**src/rtl/lifo_stack_pkg.sv**
```systemverilog
// lifo_stack_pkg: shared types and constants for the lifo_stack block.
// Holds the operation encoding, default geometry and the count-width helper.
package lifo_stack_pkg;

  // Default geometry of the stack.
  localparam int DEF_WIDTH = 12;
  localparam int DEF_DEPTH = 8;

  // Per-cycle operation, encoded directly as {push, pop}.
  typedef enum logic [1:0] {
    OP_NONE = 2'b00,
    OP_POP  = 2'b01,
    OP_PUSH = 2'b10,
    OP_REPL = 2'b11
  } op_e;

  // Bits needed to hold an occupancy in the range 0..depth.
  function automatic int count_width(input int depth);
    return $clog2(depth + 1);
  endfunction

endpackage : lifo_stack_pkg

```
**src/rtl/lifo_stack_if.sv**
```systemverilog
// lifo_stack_if: control/data bundle between the fetch logic (master) and the
// return-address stack (slave). clk and rst stay outside as plain ports.
interface lifo_stack_if
  import lifo_stack_pkg::*;
#(
  parameter int WIDTH = DEF_WIDTH,
  parameter int DEPTH = DEF_DEPTH
);
  localparam int CW = count_width(DEPTH);

  logic             flush;
  logic             push;
  logic             pop;
  logic [WIDTH-1:0] push_data;
  logic             clr_flags;
  logic [WIDTH-1:0] pop_data;
  logic             empty;
  logic             full;
  logic [CW-1:0]    count;
  logic             overflow;
  logic             underflow;

  modport master (
    output flush, push, pop, push_data, clr_flags,
    input  pop_data, empty, full, count, overflow, underflow
  );

  modport slave (
    input  flush, push, pop, push_data, clr_flags,
    output pop_data, empty, full, count, overflow, underflow
  );

endinterface : lifo_stack_if

```
**src/rtl/lifo_stack_mem.sv**
```systemverilog
// lifo_stack_mem: DEPTH x WIDTH register array, one synchronous write port and
// one asynchronous read port. Contents are never reset.
module lifo_stack_mem
  import lifo_stack_pkg::*;
#(
  parameter int WIDTH = DEF_WIDTH,
  parameter int DEPTH = DEF_DEPTH,
  localparam int AW   = $clog2(DEPTH)
) (
  input  logic             clk,
  input  logic             we_i,
  input  logic [AW-1:0]    waddr_i,
  input  logic [WIDTH-1:0] wdata_i,
  input  logic [AW-1:0]    raddr_i,
  output logic [WIDTH-1:0] rdata_o
);

  logic [WIDTH-1:0] mem_q [DEPTH];

  // Write the addressed slot on a write-enable edge.
  // NOTE: storage has no reset; occupancy alone decides what is visible, and
  // leaving it off the reset net lets it map onto plain flops or RAM.
  always_ff @(posedge clk) begin
    if (we_i) begin
      mem_q[waddr_i] <= wdata_i;
    end
  end

  assign rdata_o = mem_q[raddr_i];

endmodule : lifo_stack_mem

```
**src/rtl/lifo_stack.sv**
```systemverilog
// lifo_stack: parametrised return-address LIFO with replace-top, occupancy
// count, full/empty, sticky overflow/underflow and synchronous flush.
// Build option: define LIFO_STACK_WRAP_EN to make storage circular, so a push
// while full overwrites the oldest entry instead of being dropped.
module lifo_stack
  import lifo_stack_pkg::*;
#(
  parameter int WIDTH = DEF_WIDTH,
  parameter int DEPTH = DEF_DEPTH
) (
  input  logic       clk,
  input  logic       rst,
  lifo_stack_if.slave bus
);

  localparam int CW = count_width(DEPTH);
  localparam int PW = $clog2(DEPTH);

  // ptr_q is the next slot to write (mod DEPTH); the top lives one below it.
  logic [CW-1:0]    count_q, count_d;
  logic [PW-1:0]    ptr_q, ptr_d;
  logic             ovf_q, ovf_d;
  logic             unf_q, unf_d;
  logic             we;
  logic [PW-1:0]    waddr;
  logic [PW-1:0]    top_idx;
  logic [PW-1:0]    ptr_inc, ptr_dec;
  logic [WIDTH-1:0] rdata;
  logic             is_empty, is_full;
  op_e              op;

  assign op       = op_e'({bus.push, bus.pop});
  assign is_empty = (count_q == '0);
  assign is_full  = (count_q == CW'(DEPTH));
  assign ptr_inc  = (ptr_q == PW'(DEPTH - 1)) ? '0 : ptr_q + 1'b1;
  assign ptr_dec  = (ptr_q == '0) ? PW'(DEPTH - 1) : ptr_q - 1'b1;
  assign top_idx  = ptr_dec;

  // Next-state for count, pointer, write port and sticky flags.
  // NOTE: every output gets a default first, so no path can infer a latch.
  always_comb begin
    count_d = count_q;
    ptr_d   = ptr_q;
    we      = 1'b0;
    waddr   = ptr_q;
    // A flag set later in this block overrides the clear.
    ovf_d   = bus.clr_flags ? 1'b0 : ovf_q;
    unf_d   = bus.clr_flags ? 1'b0 : unf_q;

    if (bus.flush) begin
      count_d = '0;
      ptr_d   = '0;
    end else begin
      unique case (op)
        OP_PUSH: begin
          if (!is_full) begin
            we      = 1'b1;
            ptr_d   = ptr_inc;
            count_d = count_q + 1'b1;
          end else begin
            ovf_d = 1'b1;
`ifdef LIFO_STACK_WRAP_EN
            // When full, ptr_q sits on the oldest entry: overwrite it.
            we    = 1'b1;
            ptr_d = ptr_inc;
`endif
          end
        end
        OP_POP: begin
          if (!is_empty) begin
            ptr_d   = ptr_dec;
            count_d = count_q - 1'b1;
          end else begin
            unf_d = 1'b1;
          end
        end
        OP_REPL: begin
          if (!is_empty) begin
            we    = 1'b1;
            waddr = top_idx;
          end else begin
            we      = 1'b1;
            ptr_d   = ptr_inc;
            count_d = CW'(1);
            unf_d   = 1'b1;
          end
        end
        default: ;
      endcase
    end
  end

  // State registers; reset empties the stack and clears both flags.
  // NOTE: sequential state uses non-blocking assignments so every register
  // samples its pre-edge inputs regardless of evaluation order.
  always_ff @(posedge clk or negedge rst) begin
    if (!rst) begin
      count_q <= '0;
      ptr_q   <= '0;
      ovf_q   <= 1'b0;
      unf_q   <= 1'b0;
    end else begin
      count_q <= count_d;
      ptr_q   <= ptr_d;
      ovf_q   <= ovf_d;
      unf_q   <= unf_d;
    end
  end

  lifo_stack_mem #(
    .WIDTH (WIDTH),
    .DEPTH (DEPTH)
  ) u_mem (
    .clk     (clk),
    .we_i    (we),
    .waddr_i (waddr),
    .wdata_i (bus.push_data),
    .raddr_i (top_idx),
    .rdata_o (rdata)
  );

  assign bus.pop_data  = is_empty ? '0 : rdata;
  assign bus.empty     = is_empty;
  assign bus.full      = is_full;
  assign bus.count     = count_q;
  assign bus.overflow  = ovf_q;
  assign bus.underflow = unf_q;

endmodule : lifo_stack

```
**src/flat_wrapper.sv**
```systemverilog
// flat-port wrapper written by rule: the top's interface ports become plain ports
module lifo_stack_flat import lifo_stack_pkg::*;
#(
  parameter int WIDTH = DEF_WIDTH,
  parameter int DEPTH = DEF_DEPTH
)
  (clk, rst, bus_flush, bus_push, bus_pop, bus_push_data, bus_clr_flags, bus_pop_data, bus_empty, bus_full, bus_count, bus_overflow, bus_underflow);
  lifo_stack_if #(.WIDTH(WIDTH), .DEPTH(DEPTH)) bus_i ();
  input  logic clk;
  input  logic rst;
  input wire logic [$bits(bus_i.flush)-1:0] bus_flush;
  input wire logic [$bits(bus_i.push)-1:0] bus_push;
  input wire logic [$bits(bus_i.pop)-1:0] bus_pop;
  input wire logic [$bits(bus_i.push_data)-1:0] bus_push_data;
  input wire logic [$bits(bus_i.clr_flags)-1:0] bus_clr_flags;
  output wire logic [$bits(bus_i.pop_data)-1:0] bus_pop_data;
  output wire logic [$bits(bus_i.empty)-1:0] bus_empty;
  output wire logic [$bits(bus_i.full)-1:0] bus_full;
  output wire logic [$bits(bus_i.count)-1:0] bus_count;
  output wire logic [$bits(bus_i.overflow)-1:0] bus_overflow;
  output wire logic [$bits(bus_i.underflow)-1:0] bus_underflow;
  assign bus_i.flush = bus_flush;
  assign bus_i.push = bus_push;
  assign bus_i.pop = bus_pop;
  assign bus_i.push_data = bus_push_data;
  assign bus_i.clr_flags = bus_clr_flags;
  assign bus_pop_data = bus_i.pop_data;
  assign bus_empty = bus_i.empty;
  assign bus_full = bus_i.full;
  assign bus_count = bus_i.count;
  assign bus_overflow = bus_i.overflow;
  assign bus_underflow = bus_i.underflow;
  lifo_stack #(.WIDTH(WIDTH), .DEPTH(DEPTH)) u_core (.clk(clk), .rst(rst), .bus(bus_i));
endmodule
```
**config.mk**
```make
export PLATFORM = sky130hd
export DESIGN_NAME = lifo_stack_flat
export DESIGN_NICKNAME = d
export VERILOG_FILES = /design/src/rtl/lifo_stack_pkg.sv /design/src/rtl/lifo_stack_if.sv /design/src/rtl/lifo_stack_mem.sv /design/src/rtl/lifo_stack.sv /design/src/flat_wrapper.sv
export SDC_FILE = /design/constraint.sdc
export NUM_CORES = 1
export LEC_CHECK = 0
export BUFFER_PORTS_ARGS = -buffer_cell sky130_fd_sc_hd__buf_2
export CAP_MARGIN = 10
export CORE_MARGIN = 5
export CORE_UTILIZATION = 53
export CTS_BUF_LIST = sky130_fd_sc_hd__clkbuf_16
export CTS_CLUSTER_DIAMETER = 100
export DETAILED_ROUTE_END_ITERATION = 12
export PLACE_DENSITY = 0.71
export RECOVER_POWER = 25
export SYNTH_ARGS = -nofsm -noshare
export SYNTH_HDL_FRONTEND = slang
export SYNTH_HIERARCHICAL = 1
export SYNTH_SLANG_ARGS = --single-unit
```
**constraint.sdc**
```tcl
create_clock -name clk -period 2.8 [get_ports clk]
set_input_delay 0.28 -clock clk [delete_from_list [all_inputs] [get_ports clk]]
set_output_delay 0.28 -clock clk [all_outputs]
set_load 0.02 [all_outputs]
```
After elaboration in Yosys (flattened, before gate mapping)
Memory sizes are Yosys's and may differ from the RTL's.
Cells that the tools add are included.
- add/subtract/negate cells: 4
- eq/ne operators: 8
- mux-type cells: 28
- reductions and logical operators: 6
- operator list (operator ; number):
    3-bit two-way mux ; 8
    4-bit two-way mux ; 4
    1-bit two-way mux ; 12
    12-bit two-way mux ; 1
    4-bit one-hot mux with 3 select lines ; 1
    3-bit one-hot mux with 3 select lines ; 1
    3-bit != test (second input constant) ; 2
    4-bit by 1-bit adder with 4-bit output (second input constant) ; 1
    2-bit equality test (second input constant) ; 2
    4-bit equality test (second input constant) ; 1
    4-bit logical NOT ; 1
    4-bit AND reduction ; 1
    4-bit nonzero test ; 1
    4-bit by 1-bit subtractor with 4-bit output (second input constant) ; 1
    3-bit by 1-bit adder with 3-bit output (second input constant) ; 1
    3-bit equality test (second input constant) ; 1
    3-bit logical NOT ; 1
    3-bit by 2-bit != test with 1-bit output (second input constant) ; 1
    3-bit AND reduction ; 1
    3-bit by 1-bit subtractor with 3-bit output (second input constant) ; 1
    2-bit by 1-bit equality test with 1-bit output (second input constant) ; 1
    1-bit one-hot mux with 2 select lines ; 1
    2-bit OR reduction ; 1
- register bits after elaboration: 9
- RAM bits: 96
- bits of input ports: 18
- output and inout bits: 20
- logic and storage cells: 51
- memories kept: 1
- memory list (memory ; words ; bits a word ; rd ports ; clocked after memory_dff ; wr ports ; RTL line ; text):
    u_core.u_mem.mem_q ; 8 ; 12 ; 1 ; 0 ; 1 ; lifo_stack_mem.sv:18 ; logic [WIDTH-1:0] mem_q [DEPTH];

Depth between registers and ports, before layout
- word-level depth: 6
- mapped depth: 9
- depth with buffers taken out: 8

Hierarchy
Netlist, hierarchy kept.
- by module, submodules not included (module ; times used ; cells each ; area each (µm²) ; seq. area each (µm²)):
    lifo_stack_mem ; 1 ; 152 ; 3747.3 ; 2882.8
    lifo_stack ; 1 ; 106 ; 860.8 ; 225.2

Worst setup path after synthesis
No wires, ideal clock.
- kind: reg-to-reg
- start point: register u_core.count_q[0], in the netlist u_core/bus.count[0]
- end point: memory u_core/u_mem/mem_q[0][0] (netlist name) (enable)
- setup time: 396 ps
- data arrival time: 2836 ps
- data required time: 2404 ps
- slack: -433 ps
- stages on the path, launching flop included: 8
- buffers on the path: 1
- clock period less this slack: 3233 ps
- cell sequence: dfrtp_1 or4_1 buf_4 inv_2 or3_4 mux2_4 nand2b_1 nor3_1
- elaborated cells between the ends (all ways): 10
- those cells by class: eq/ne: 1; mux: 8; reduce/logical: 1
- RTL lines (what ; RTL line ; text):
    start, declared ; lifo_stack.sv:20 ; logic [CW-1:0] count_q, count_d;
    start signal, assigned ; lifo_stack.sv:103 ; count_q <= count_d;
    4-bit logical NOT ; lifo_stack.sv:33 ; assign is_empty = (count_q == '0);
    net bus_empty ; flat_wrapper.sv:17 ; output wire logic [$bits(bus_i.empty)-1:0] bus_empty;
    3-bit two-way mux ; lifo_stack.sv:78 ; if (!is_empty) begin
    3-bit two-way mux ; lifo_stack.sv:54 ; unique case (op)
    3-bit two-way mux ; lifo_stack.sv:50 ; if (bus.flush) begin
    net u_core.waddr[2] ; lifo_stack.sv:25 ; logic [PW-1:0] waddr;
    end, declared ; lifo_stack_mem.sv:18 ;
The timed path passes the listed nets, and every way through them passes these cells.

Worst setup path in the final report
- start point: register u_core.ptr_q[0]
- end point: output bus_pop_data[3]
- cells in the longest elaborated chain, start to end: 4
- elaborated cells between the ends (all ways): 5
- those cells by class: add/sub: 1; mux: 2; reduce/logical: 1; memory: 1
- RTL lines (what ; RTL line ; text):
    start, declared ; lifo_stack.sv:21 ; logic [PW-1:0] ptr_q, ptr_d;
    start signal, assigned ; lifo_stack.sv:104 ; ptr_q <= ptr_d;
    3-bit by 1-bit subtractor with 3-bit output / 3-bit logical NOT (equally long branches) ; lifo_stack.sv:36 ; assign ptr_dec = (ptr_q == '0) ? PW'(DEPTH - 1) : ptr_q - 1'b1;
    3-bit two-way mux (*) ; lifo_stack.sv:36 ;
    net u_core.ptr_dec[0] ; lifo_stack.sv:27 ; logic [PW-1:0] ptr_inc, ptr_dec;
    memory read 8 x 12 bit (*) ; n/a ;
    net u_core.rdata[3] ; lifo_stack.sv:28 ; logic [WIDTH-1:0] rdata;
    12-bit two-way mux (*) ; lifo_stack.sv:122 ; assign bus.pop_data = is_empty ? '0 : rdata;
    end, declared ; flat_wrapper.sv:16 ; output wire logic [$bits(bus_i.pop_data)-1:0] bus_pop_data;
Mark *: on every way through the listed nets, which the timed path passes. The rest lies on a longest branch.

==> impl_metrics.ini <==
[yosys]
yosys.area.top_type_share_pct = 62.6
ys_seq_elements = 105
synth_top_area_cell = edfxtp_1
synth.most_common_cell = edfxtp_1
async_flop_share_pct = 8.57
syn_area_um2 = 4610
synth_flop_cell = edfxtp_1
synthTopCellsByCount = edfxtp_1, mux4_1, and2_1, mux2_2
syn-num-nets = 282
yosysWarnings = 6
syn-instance-count = 258
postSynthAreaPerCell_um2 = 17.9
synthTopCellsByArea = edfxtp_1, mux4_1, dfrtp_1, mux2_2, and2_1
synth-seq-area-share_pct = 67.4
yosys.cell_types.count = 42
synth_edf_count = 96

[clock_tree]
clock_sinks = 105
clk_latency_ns = 0.34
cts_root_buf = clkbuf_16
path_clk_slew_ns = 0.07
htreeDepth = 3
cts_buffers = 9
cts_tree = built
cts_buffer_depth = 2

[global_route]
grt_overflow = 0
grt_start_max_net_pins = 19
grt_pass1_wl_mm = 14.7
grt_pass1_vias = 2594
track_usage_pct = 19.3
grt_antenna_before_repair = 0

[layout]
n_fill_cell = 588
area_growth_pct = 24.1
finish.net_count = 363
diodes = 0
drive_above_1_share_pct = 44.2
fin_util_pct = 66.6

[place]
io_buffers = 37
detailed_place_hpwl_mm = 5.93
gp_congestion = 0.791

[worst_setup_path]
reg2reg_setup_slack_ns = 0.12
critPathMaxFanout = 5
endpoint_kind = primary output
cp.required_ns = 2.52
startpoint_type = register
cp.arrival_ns = 2.56
path_class = reg2out

[floorplanning]
design.die.area_um2 = 10700
start_util_pct = 53.6
die_h_um = 103
rows = 34
die-width_um = 103
ios = 38
core_area_um2 = 8590

[pwr]
leakage_nw = 2.15
power_w = 0.00415
peakVddDrop_uv = 453
power.density_nw_per_um2 = 725

[sta]
max_freq_mhz = 353
fin_ws_ns = -0.0362
fin_skew_ns = 0.00777
slew_violations = 0
worst_pin_slew_ns = 0.544
final-hold-violation-count = 0
finalCritPeriodShare_pct = 101
setup_tns_ns = -0.243
rsz0062_at_grt = yes
relSlewSlack_pct = 63.5
setup_viol = 11
period_needed_ns = 2.84
fin_hold_ws_ns = 0.144

[drt]
drt_iter0_markers = 151
drc_errors = 0
antenna_left = 0
avgViaCountPerCell = 5.68
wl_per_cell_um = 21.1
first_pass_iters = 4
drt_wl_total_mm = 9.55
num_vias = 2569

[worst_hold_path]
min_path_type = in2reg

[outcome]
violations = setup timing
status = finished with violations

[job]
maxCapViolCount = 0
metal layers:
metal	up-vias	part of all wire [%]	global-route usage [%]
met3	8	5.4	3.55
met5	-	0	0
met1	1311	42	27.4
li1	1181	-	-
met2	69	51	30.9
met4	0	1.4	6.08
state kept, by name, indices dropped and copies added, names as in the netlist:
name and flops:
u_core/ptr_q 3, u_core/bus.underflow 1, u_core/bus.count 4, u_core/u_mem/mem_q 96, u_core/bus.overflow 1
layout by cell type, fill, tap and decap left out, types with 9 or more instances in the layout:
cell type  instances
a21oi_1            9
mux2_4            12
buf_6             13
and2_4            11
edfxtp_1          96
clkbuf_1          10
clkbuf_16          9
buf_2             15
mux4_2            24
nor2_1             9
buf_4             37
dfrtp_1            9
final timing paths:
check	from	end	cells after the start
max	u_core/ptr_q[0]$_DFFE_PN0P_	bus_pop_data[3]	10
min	bus_clr_flags	u_core/bus.underflow$_DFF_PN0_	2
max reg2reg	u_core/ptr_q[0]$_DFFE_PN0P_	u_core/u_mem/mem_q[3][2]$_DFFE_PP_	11
min reg2reg	u_core/bus.underflow$_DFF_PN0_	u_core/bus.underflow$_DFF_PN0_	2
max in group asynchronous	rst	u_core/bus.count[0]$_DFFE_PN0P_	2
min in group asynchronous	rst	u_core/bus.underflow$_DFF_PN0_	2
metrics by stage:
stage,instances,area (um^2),worst slack [ns]
after floorplan,258,4620,-0.114
after global placement,424,5140,0.128
after detailed placement,424,5140,0.0922
after CTS,450,5620,-0.0288
after global routing,452,5720,-0.124
final,452,5720,-0.0362
where the power goes:
part           switching, W  internal, W  total [W]
combinational      0.000508     0.000590    0.00110
clock              0.000556     0.000703    0.00126
sequential        0.0000233      0.00177    0.00179
total               0.00109      0.00306    0.00415
worst max-delay path, cell delays in order, from the launching register on:
cell and delay [ns]:
dfrtp_1 0.40, inv_2 0.10, ha_4 0.16, inv_4 0.04
o21ai_4 0.18, buf_12 0.16, buf_12 0.13, mux4_2 0.50
mux2_4 0.29, and2_4 0.14, buf_6 0.12
area by class of cell:
cell class	instances	area [um^2]	area share, %
flip-flops and latches	105	3110	54.3
clock inverters	7	75.1	1.31
multi-input cells	129	1420	24.9
clock buffers	9	225	3.94
inverters	11	43.8	0.766
well taps	108	135	2.36
repair buffers	83	709	12.4
repair_timing:
item	in CTS	in global routing
setup buffers	6	2
gates cloned	3	0
resized for setup	49	36
hold buffers	1	0
pin swaps	2	2
endpoints found under the hold margin	9	0
setup endpoints to repair	12	18
kinds of logic (layout without fill, tap and decap cells):
kind of cell / Yosys count / after routing / synth area share [%]
AND/OR/NAND/NOR: 53 / 53 / 6.46
adder cells (fa/ha/maj): 6 / 6 / 1.63
buffers and inverters: 24 / 110 / 2.71
multiplexers: 38 / 38 / 16.9
flip-flops: 105 / 105 / 67.4
XOR/XNOR: 4 / 4 / 0.760
AO/OA/AOI/OAI: 28 / 28 / 4.05
(Power assumes the default switching activity.)
